File: src/rtl/shift_deserializer_pkg.sv
// rtl/shift_deserializer_pkg.sv - shared encodings for the serial link receive end
package shift_deserializer_pkg;

   localparam logic DIR_LSB_FIRST = 1'b0;
   localparam logic DIR_MSB_FIRST = 1'b1;

   typedef enum logic {
      IDLE = 1'b0,
      RECV = 1'b1
   } state_e;

   // Mode encodings of the transmitting universal shift register
   typedef enum logic [1:0] {
      USR_HOLD        = 2'd0,
      USR_SHIFT_RIGHT = 2'd1,
      USR_SHIFT_LEFT  = 2'd2,
      USR_LOAD        = 2'd3
   } usr_mode_e;

   function automatic usr_mode_e usr_mode_for_dir(input logic dir);
      return (dir == DIR_MSB_FIRST) ? USR_SHIFT_LEFT : USR_SHIFT_RIGHT;
   endfunction

endpackage

File: src/rtl/deser_shift_core.sv
// rtl/deser_shift_core.sv - bidirectional shift register with enable and clear
module deser_shift_core
   import shift_deserializer_pkg::*;
#(
   parameter int WIDTH = 4
) (
   input  logic             clk,
   input  logic             rst,
   input  logic             en,
   input  logic             clr,
   input  logic             dir,
   input  logic             bit_in,
   output logic [WIDTH-1:0] word_next
);

   logic [WIDTH-1:0] shreg_q;
   logic [WIDTH-1:0] shreg_d;

   always_comb begin
      shreg_d = shreg_q;
      if (clr) begin
         shreg_d = '0;
      end else if (en) begin
         if (dir == DIR_MSB_FIRST) begin
            shreg_d = {shreg_q[WIDTH-2:0], bit_in};
         end else begin
            shreg_d = {bit_in, shreg_q[WIDTH-1:1]};
         end
      end
   end

   // The top captures the word including the final bit from the next-state value
   assign word_next = shreg_d;

   always_ff @(posedge clk) begin
      if (!rst) begin
         shreg_q <= '0;
      end else begin
         shreg_q <= shreg_d;
      end
   end

endmodule

File: src/rtl/shift_deserializer.sv
// rtl/shift_deserializer.sv - serial-to-parallel receiver with one-word output holding register
module shift_deserializer
   import shift_deserializer_pkg::*;
#(
   parameter int WIDTH = 4
) (
   input  logic             clk,
   input  logic             rst,
   input  logic             start,
   input  logic             dir,
   input  logic             ser_in,
   input  logic             ser_valid,
   output logic [WIDTH-1:0] out_data,
   output logic             out_valid,
   input  logic             out_ready,
   output logic             busy,
   output logic             overrun
);

   localparam int CNT_W = (WIDTH > 2) ? $clog2(WIDTH) : 1;
   localparam logic [CNT_W-1:0] CNT_LAST = CNT_W'(WIDTH - 1);

   state_e           state_q, state_d;
   logic             dir_q, dir_d;
   logic [CNT_W-1:0] cnt_q, cnt_d;
   logic [WIDTH-1:0] out_data_q, out_data_d;
   logic             out_valid_q, out_valid_d;
   logic             overrun_q, overrun_d;

   logic             shift_en;
   logic             shift_clr;
   logic             frame_done;
   logic [WIDTH-1:0] word_next;

   deser_shift_core #(
      .WIDTH(WIDTH)
   ) u_core (
      .clk      (clk),
      .rst      (rst),
      .en       (shift_en),
      .clr      (shift_clr),
      .dir      (dir_q),
      .bit_in   (ser_in),
      .word_next(word_next)
   );

   always_comb begin
      state_d     = state_q;
      dir_d       = dir_q;
      cnt_d       = cnt_q;
      out_data_d  = out_data_q;
      out_valid_d = out_valid_q;
      overrun_d   = overrun_q;
      shift_en    = 1'b0;
      shift_clr   = 1'b0;
      frame_done  = 1'b0;

      case (state_q)
         IDLE: begin
            if (start) begin
               state_d   = RECV;
               dir_d     = dir;
               cnt_d     = '0;
               shift_clr = 1'b1;
            end
         end
         RECV: begin
            if (ser_valid) begin
               shift_en = 1'b1;
               if (cnt_q == CNT_LAST) begin
                  frame_done = 1'b1;
                  state_d    = IDLE;
                  cnt_d      = '0;
               end else begin
                  cnt_d = cnt_q + 1'b1;
               end
            end
         end
         default: state_d = IDLE;
      endcase

      // A slot being consumed this edge counts as free for the new word
      if (frame_done) begin
         if (!out_valid_q || out_ready) begin
            out_data_d  = word_next;
            out_valid_d = 1'b1;
         end else begin
            overrun_d = 1'b1;
         end
      end else if (out_valid_q && out_ready) begin
         out_valid_d = 1'b0;
      end
   end

   always_ff @(posedge clk) begin
      if (!rst) begin
         state_q     <= IDLE;
         dir_q       <= DIR_LSB_FIRST;
         cnt_q       <= '0;
         out_data_q  <= '0;
         out_valid_q <= 1'b0;
         overrun_q   <= 1'b0;
      end else begin
         state_q     <= state_d;
         dir_q       <= dir_d;
         cnt_q       <= cnt_d;
         out_data_q  <= out_data_d;
         out_valid_q <= out_valid_d;
         overrun_q   <= overrun_d;
      end
   end

   assign out_data  = out_data_q;
   assign out_valid = out_valid_q;
   assign busy      = (state_q == RECV);
   assign overrun   = overrun_q;

endmodule

File: config.mk
export PLATFORM = sky130hd
export DESIGN_NAME = shift_deserializer
export DESIGN_NICKNAME = d
export VERILOG_FILES = /design/src/rtl/shift_deserializer_pkg.sv /design/src/rtl/deser_shift_core.sv /design/src/rtl/shift_deserializer.sv
export SDC_FILE = /design/constraint.sdc
export NUM_CORES = 1
export LEC_CHECK = 0
export BUFFER_PORTS_ARGS = -buffer_cell sky130_fd_sc_hd__buf_4
export CORE_AREA = 2 2 39 41
export CTS_CLUSTER_SIZE = 16
export DETAILED_ROUTE_END_ITERATION = 8
export DIE_AREA = 0 0 41 43
export HOLD_SLACK_MARGIN = 0.15
export PLACE_DENSITY = 0.71
export SLEW_MARGIN = 20
export SYNTH_ARGS = -nofsm -noshare
export SYNTH_HDL_FRONTEND = slang
export SYNTH_SLANG_ARGS = --single-unit
File: constraint.sdc
create_clock -name clk -period 1.8 [get_ports clk]
set_input_delay 0.18 -clock clk [delete_from_list [all_inputs] [get_ports clk]]
set_output_delay 0.18 -clock clk [all_outputs]
set_load 0.05 [all_outputs]
==> results by group, run 1 <==
Timing
  – Period minus WS final: 1.22 ns
  – RSZ-0062 raised after global routing: no
  – Headroom to the max-slew limit: 0.756
  – Slew Viols, Final: 0
  – Tightest Pin Transition: 0.359 ns
  – Clk_skew: 0.00382 ns
  – Setup TNS: 0 ns
  – Final worst-path cycle share: 0.676
  – Final worst setup slack: 0.582 ns
  – Final Hold Viols: 0
  – Final setup viols: 0
  – Worst Hold Slack: 0.178 ns
  – Max frequency: 821 MHz

Placed design
  – Final HPWL from detailed placement: 789 µm
  – Port Buffers: 13
  – Place WS: 0.613 ns
  – GP Congestion: 0.739

Clock network
  – Longest Clk Path Bufs: 2
  – Clk root buf: clkbuf_4
  – CTS tree: yes
  – Num Clock Sinks: 14
  – CTS Hold Bufs: 0
  – Post-CTS Setup Inserts: 0
  – TritonCTS Buffers: 3
  – Clk slew on worst S/H paths: 0.09 ns
  – Htree depth: 1
  – Clk_lat worst skew: 0.27 ns
  – Post-CTS resize count: 0

Power
  – Worst vdd ir: 490 µV
  – Power Total: 599 µW
  – Reg power frac: 0.537
  – Switching part of the total: 0.224
  – Pwr per Cell Area: 795 mW/mm²
  – Cell internal pwr: 464 µW
  – Combinational share of power: 0.088
  – NetSw: 134 µW
  – Leak: 0.000304 µW
  – Clk network pwr share: 0.376

Global route
  – Initial antenna violation count: 0
  – First-pass GRT wire length: 1870 µm
  – Total track usage: 0.160
  – Number of global-route vias before repair: 438
  – GR Overflow Total: 0
  – Largest net degree at the start of global routing: 19

Drt
  – Vias/cell: 5.30
  – Post-route ant nets: 0
  – Post-Route WL: 1120 µm
  – Drt wl/cell: 12.3 µm
  – # DRC: 0
  – Starting DRC count in detailed routing: 18
  – First drt pass iteration count: 5
  – DR vias: 482

Synthesis
  – Adder-cell share of the synthesized area: 0.0199
  – Synthesized instance count: 62
  – Synth Area in XOR/XNOR: 0
  – Unique masters post-synth: 24
  – Sequential fraction of the synthesis area: 0.446
  – Mapped cell area: 628 µm²
  – Post-synthesis mux area share: 0.110
  – Syn_nets: 70
  – Yosys top cell by area: dfxtp_1
  – Fraction of the mapped netlist area in simple logic gates: 0.219
  – Synth Area in Compound Gates: 0.159
  – Synth top area share: 0.446
  – Synth Warn #: 0
  – Flops & latches, synth: 14
  – Largest family of logic cells by synthesized area: simple AND/OR/NAND/NOR gates
  – Mean Syn Cell Area: 10.1 µm²
  – Top cells by area, synth: dfxtp_1 (45%), a22oi_1 (7.2%), mux2_2 (7.2%), nor2b_1 (7.0%), o21ai_2 (5.6%)

Die
  – Starting Density: 0.454
  – Site row count: 14
  – Core region area: 0.00138 mm²
  – Die Height: 43 µm
  – Die W: 41 µm
  – Die area: 0.00176 mm²
  – Top-Level Pins: 14

Finish
  – Fill cell count: 128
  – Area delta synth->final: 19.9%
  – Multi-input logic area: 319 µm²
  – Final core occ: 0.544
  – Nets: 84
  – Seq. cell area: 280 µm²
  – Antenna cells: 0
  – Layout cell share with drive strength beyond 1: 0.387

Setup path
  – R2r setup slk: 0.58 ns
  – Worst setup EP type: flop
  – Critical path class: flop to flop
  – Arr. time, crit path: 1.39 ns
  – Crit-path max FO: 6
  – Crit start category: flop
  – Crit path required time: 1.98 ns

Outcome
  – Status: complete, no violations

Job
  – Total of max-cap violations: 0

Min path
  – Worst Hold Class: input port to flop
[critical path, stage by stage, from the launching register on]
cell and delay [ns]:
dfxtp_1 0.36, ha_1 0.19, and3_1 0.29, and2_4 0.22, o21ai_2 0.06
[layout make-up]
cell class | instances | area share
clock buffer | 4 | 0.0482
multi-input combinational | 44 | 0.424
tap | 16 | 0.0266
sequential | 14 | 0.372
timing repair buffer | 13 | 0.130
[per-stage QoR]
step | cell area [µm²] | std cells
after detailed placement | 717 | 87
after CTS | 753 | 91
after global routing | 753 | 91
final | 753 | 91
after floorplan | 628 | 62
after global placement | 717 | 87
[cells by family after synthesis]
| group | after synthesis |
|---|---|
| adder cells (fa/ha/maj) | 1 |
| AO/OA/AOI/OAI | 13 |
| multiplexers | 6 |
| buffers and inverters | 4 |
| flip-flops | 14 |
| AND/OR/NAND/NOR | 24 |
[cell usage after synthesis (all sizes together)]
cell / instances
buf: 3
and3: 1
a22oi: 6
nor2: 3
o21ai: 5
clkbuf: 1
and2: 2
a21boi: 1
nand2b: 1
nor2b: 7
and2b: 1
nand2: 4
nand4: 4
ha: 1
mux2: 4
dfxtp: 14
nand3: 1
mux2i: 2
o21a: 1
[flip-flops by register name, indices dropped and copies added, names as in the netlist]
| name | cells |
|---|---|
| out_data | 4 |
| u_core.shreg_q | 4 |
| cnt_q | 2 |
| busy | 1 |
| dir_q | 1 |
| out_valid | 1 |
| overrun | 1 |
[placed cells by master (no fill, tap or decap), types with 3 or more instances in the layout]
cell type | netlist | routed
nor2_1 | 3 | 3
clkbuf_4 | 0 | 3
buf_4 | 1 | 13
nand2_1 | 4 | 4
nor2b_1 | 7 | 7
nand4_1 | 4 | 4
dfxtp_1 | 14 | 14
a22oi_1 | 6 | 6
mux2_2 | 4 | 4
o21ai_2 | 4 | 4
[final timing paths]
kind,endpoint,start,cells past startpoint
worst max-delay path,out_data[1],cnt_q[0],4
worst min-delay path,dir_q,dir,3
worst max register to register,out_data[1],cnt_q[0],4
worst min register to register,out_data[3],out_data[3],2
[power groups by stage]
stage / clock [µW] / combinational [µW] / sequential (µW)
finish: 225 / 52.4 / 321
floorplan: 0 / 31.0 / 333
global route: 255 / 57.2 / 323
CTS: 233 / 52.8 / 321
global placement: 0 / 51.8 / 328
detailed placement: 0 / 52.5 / 329
[metal layers]
| layer | vias to the layer above | part of all wire | global-route usage |
|---|---|---|---|
| met3 | 2 | 0.054 | 0.0628 |
| met2 | 12 | 0.44 | 0.203 |
| met5 | - | 0 | 0 |
| li1 | 247 | - | - |
| met4 | 0 | 0.0090 | 0.0867 |
| met1 | 221 | 0.50 | 0.224 |
Note: power is estimated with default switching activity, not from simulation.
==> run 2: changes to the inputs <==
==> constraint.sdc (replaced) <==
create_clock -name clk -period 1.2 [get_ports clk]
set_input_delay 0.12 -clock clk [delete_from_list [all_inputs] [get_ports clk]]
set_output_delay 0.12 -clock clk [all_outputs]
set_load 0.05 [all_outputs]
==> results by group, run 2 (synthesis gave the netlist of run 1 again) <==
Die
  – Site row count: 14
  – Die area: 0.00176 mm²
  – Die Height: 43 µm
  – Starting Density: 0.454
  – Core region area: 0.00138 mm²
  – Top-Level Pins: 14
  – Die W: 41 µm

Placed design
  – Final HPWL from detailed placement: 841 µm
  – GP Congestion: 0.733
  – Placed cell count: 87
  – Port Buffers: 13
  – Place WS: 0.00962 ns

Min path
  – Worst Hold Class: input port to flop
  – Hold Path Stages: 2

Drt
  – First drt pass iteration count: 4
  – Post-Route WL: 1180 µm
  – DR vias: 483
  – Post-route ant nets: 0
  – Starting DRC count in detailed routing: 13
  – Drt wl/cell: 12.8 µm
  – Vias/cell: 5.25
  – # DRC: 0

Global route
  – GR Overflow Total: 0
  – Initial antenna violation count: 0
  – Number of global-route vias before repair: 423
  – Total track usage: 0.159
  – First-pass GRT wire length: 1820 µm
  – Largest net degree at the start of global routing: 19

Clock network
  – Clk slew on worst S/H paths: 0.08 ns
  – Clk root buf: clkbuf_4
  – Htree depth: 1
  – Longest Clk Path Bufs: 2
  – TritonCTS Buffers: 3
  – CTS tree: yes
  – Clk_lat worst skew: 0.28 ns
  – Num Clock Sinks: 14

Setup path
  – Crit path required time: 1.41 ns
  – Crit start category: flop
  – Crit-path max FO: 6
  – Worst r2r path cells: 4
  – Critical path class: flop to flop
  – Worst setup EP type: flop
  – Arr. time, crit path: 1.35 ns

Outcome
  – Status: complete, no violations

Timing
  – Clk_skew: 0.00188 ns
  – Slew Viols, Final: 0
  – Headroom to the max-slew limit: 0.840
  – Final worst-path cycle share: 0.950
  – Final Hold Viols: 0
  – Setup TNS: 0 ns
  – Final setup viols: 0
  – Tightest Pin Transition: 0.235 ns
  – RSZ-0062 raised after global routing: no
  – Period minus WS final: 1.14 ns
  – Worst Hold Slack: 0.162 ns
  – Max frequency: 877 MHz
  – Final worst setup slack: 0.0597 ns

Finish
  – Nets: 86
  – Commonest non-fill, non-tap cells in the layout: buf_4 (13), dfxtp_1 (12), nor2b_1 (7), a22oi_1 (6)
  – Antenna cells: 0
  – Commonest non-fill, non-tap cell in the layout: buf_4
  – Final cell count without fillers: 92
  – Area delta synth->final: 23.5%
  – Fill cell count: 123
  – Layout cell share with drive strength beyond 1: 0.408

Power
  – Pwr per Cell Area: 1070 mW/mm²
  – Worst vdd ir: 690 µV
  – Leak: 0.000304 µW

Job
  – Total of max-cap violations: 0
-- run 2: final cells by class --
class                           count  area [µm²]  share of cell area
Clock buffer                        3        22.5              0.0290
Multi-Input combinational cell     44         333               0.429
Tap cell                           16        20.0              0.0258
Timing Repair Buffer               15         118               0.152
Sequential cell                    14         283               0.365
-- run 2: final timing paths --
kind / start / slack, ns / endpoint
worst max register to register: cnt_q[0] / 0.06 / out_data[2]
worst min-delay path: rst / 0.16 / overrun
worst min register to register: out_data[3] / 0.47 / out_data[3]
worst max-delay path: cnt_q[0] / 0.06 / out_data[2]
-- run 2: what timing repair did --
item                                   4_1_cts  5_1_grt
endpoints found under the hold margin        2        0
setup buffers                                0        0
hold buffers                                 2        0
gates resized for setup                      1        2
setup endpoints to repair                    1        7
-- run 2: power breakdown --
part	internal, µW	switching [µW]	leakage, µW
clock	116	144	0.0000138
combinational	47.1	40.8	0.000176
sequential	473	10.6	0.000114
total	636	195	0.000304
-- run 2: worst max-delay path, stage by stage (launching register included) --
cell     delay [ns]
dfxtp_1        0.33
ha_1           0.22
and3_4         0.21
and2_4         0.18
o21ai_2        0.13
-- run 2: per-stage QoR --
| step | utilization | area, µm² | power, µW |
|---|---|---|---|
| after global routing | 0.561 | 776 | 877 |
| final | 0.561 | 776 | 832 |
| after detailed placement | 0.520 | 719 | 572 |
| after global placement | 0.520 | 719 | 571 |
| after CTS | 0.552 | 763 | 834 |
| after floorplan | - | 631 | 546 |
-- run 2: per-layer routing --
layer  GRT usage  vias up  wire length [µm]
li1            -      249                 -
met2       0.222       10               531
met4       0.120        0                25
met3      0.0314        4                44
met1       0.204      220               575
met5           0        -                 0
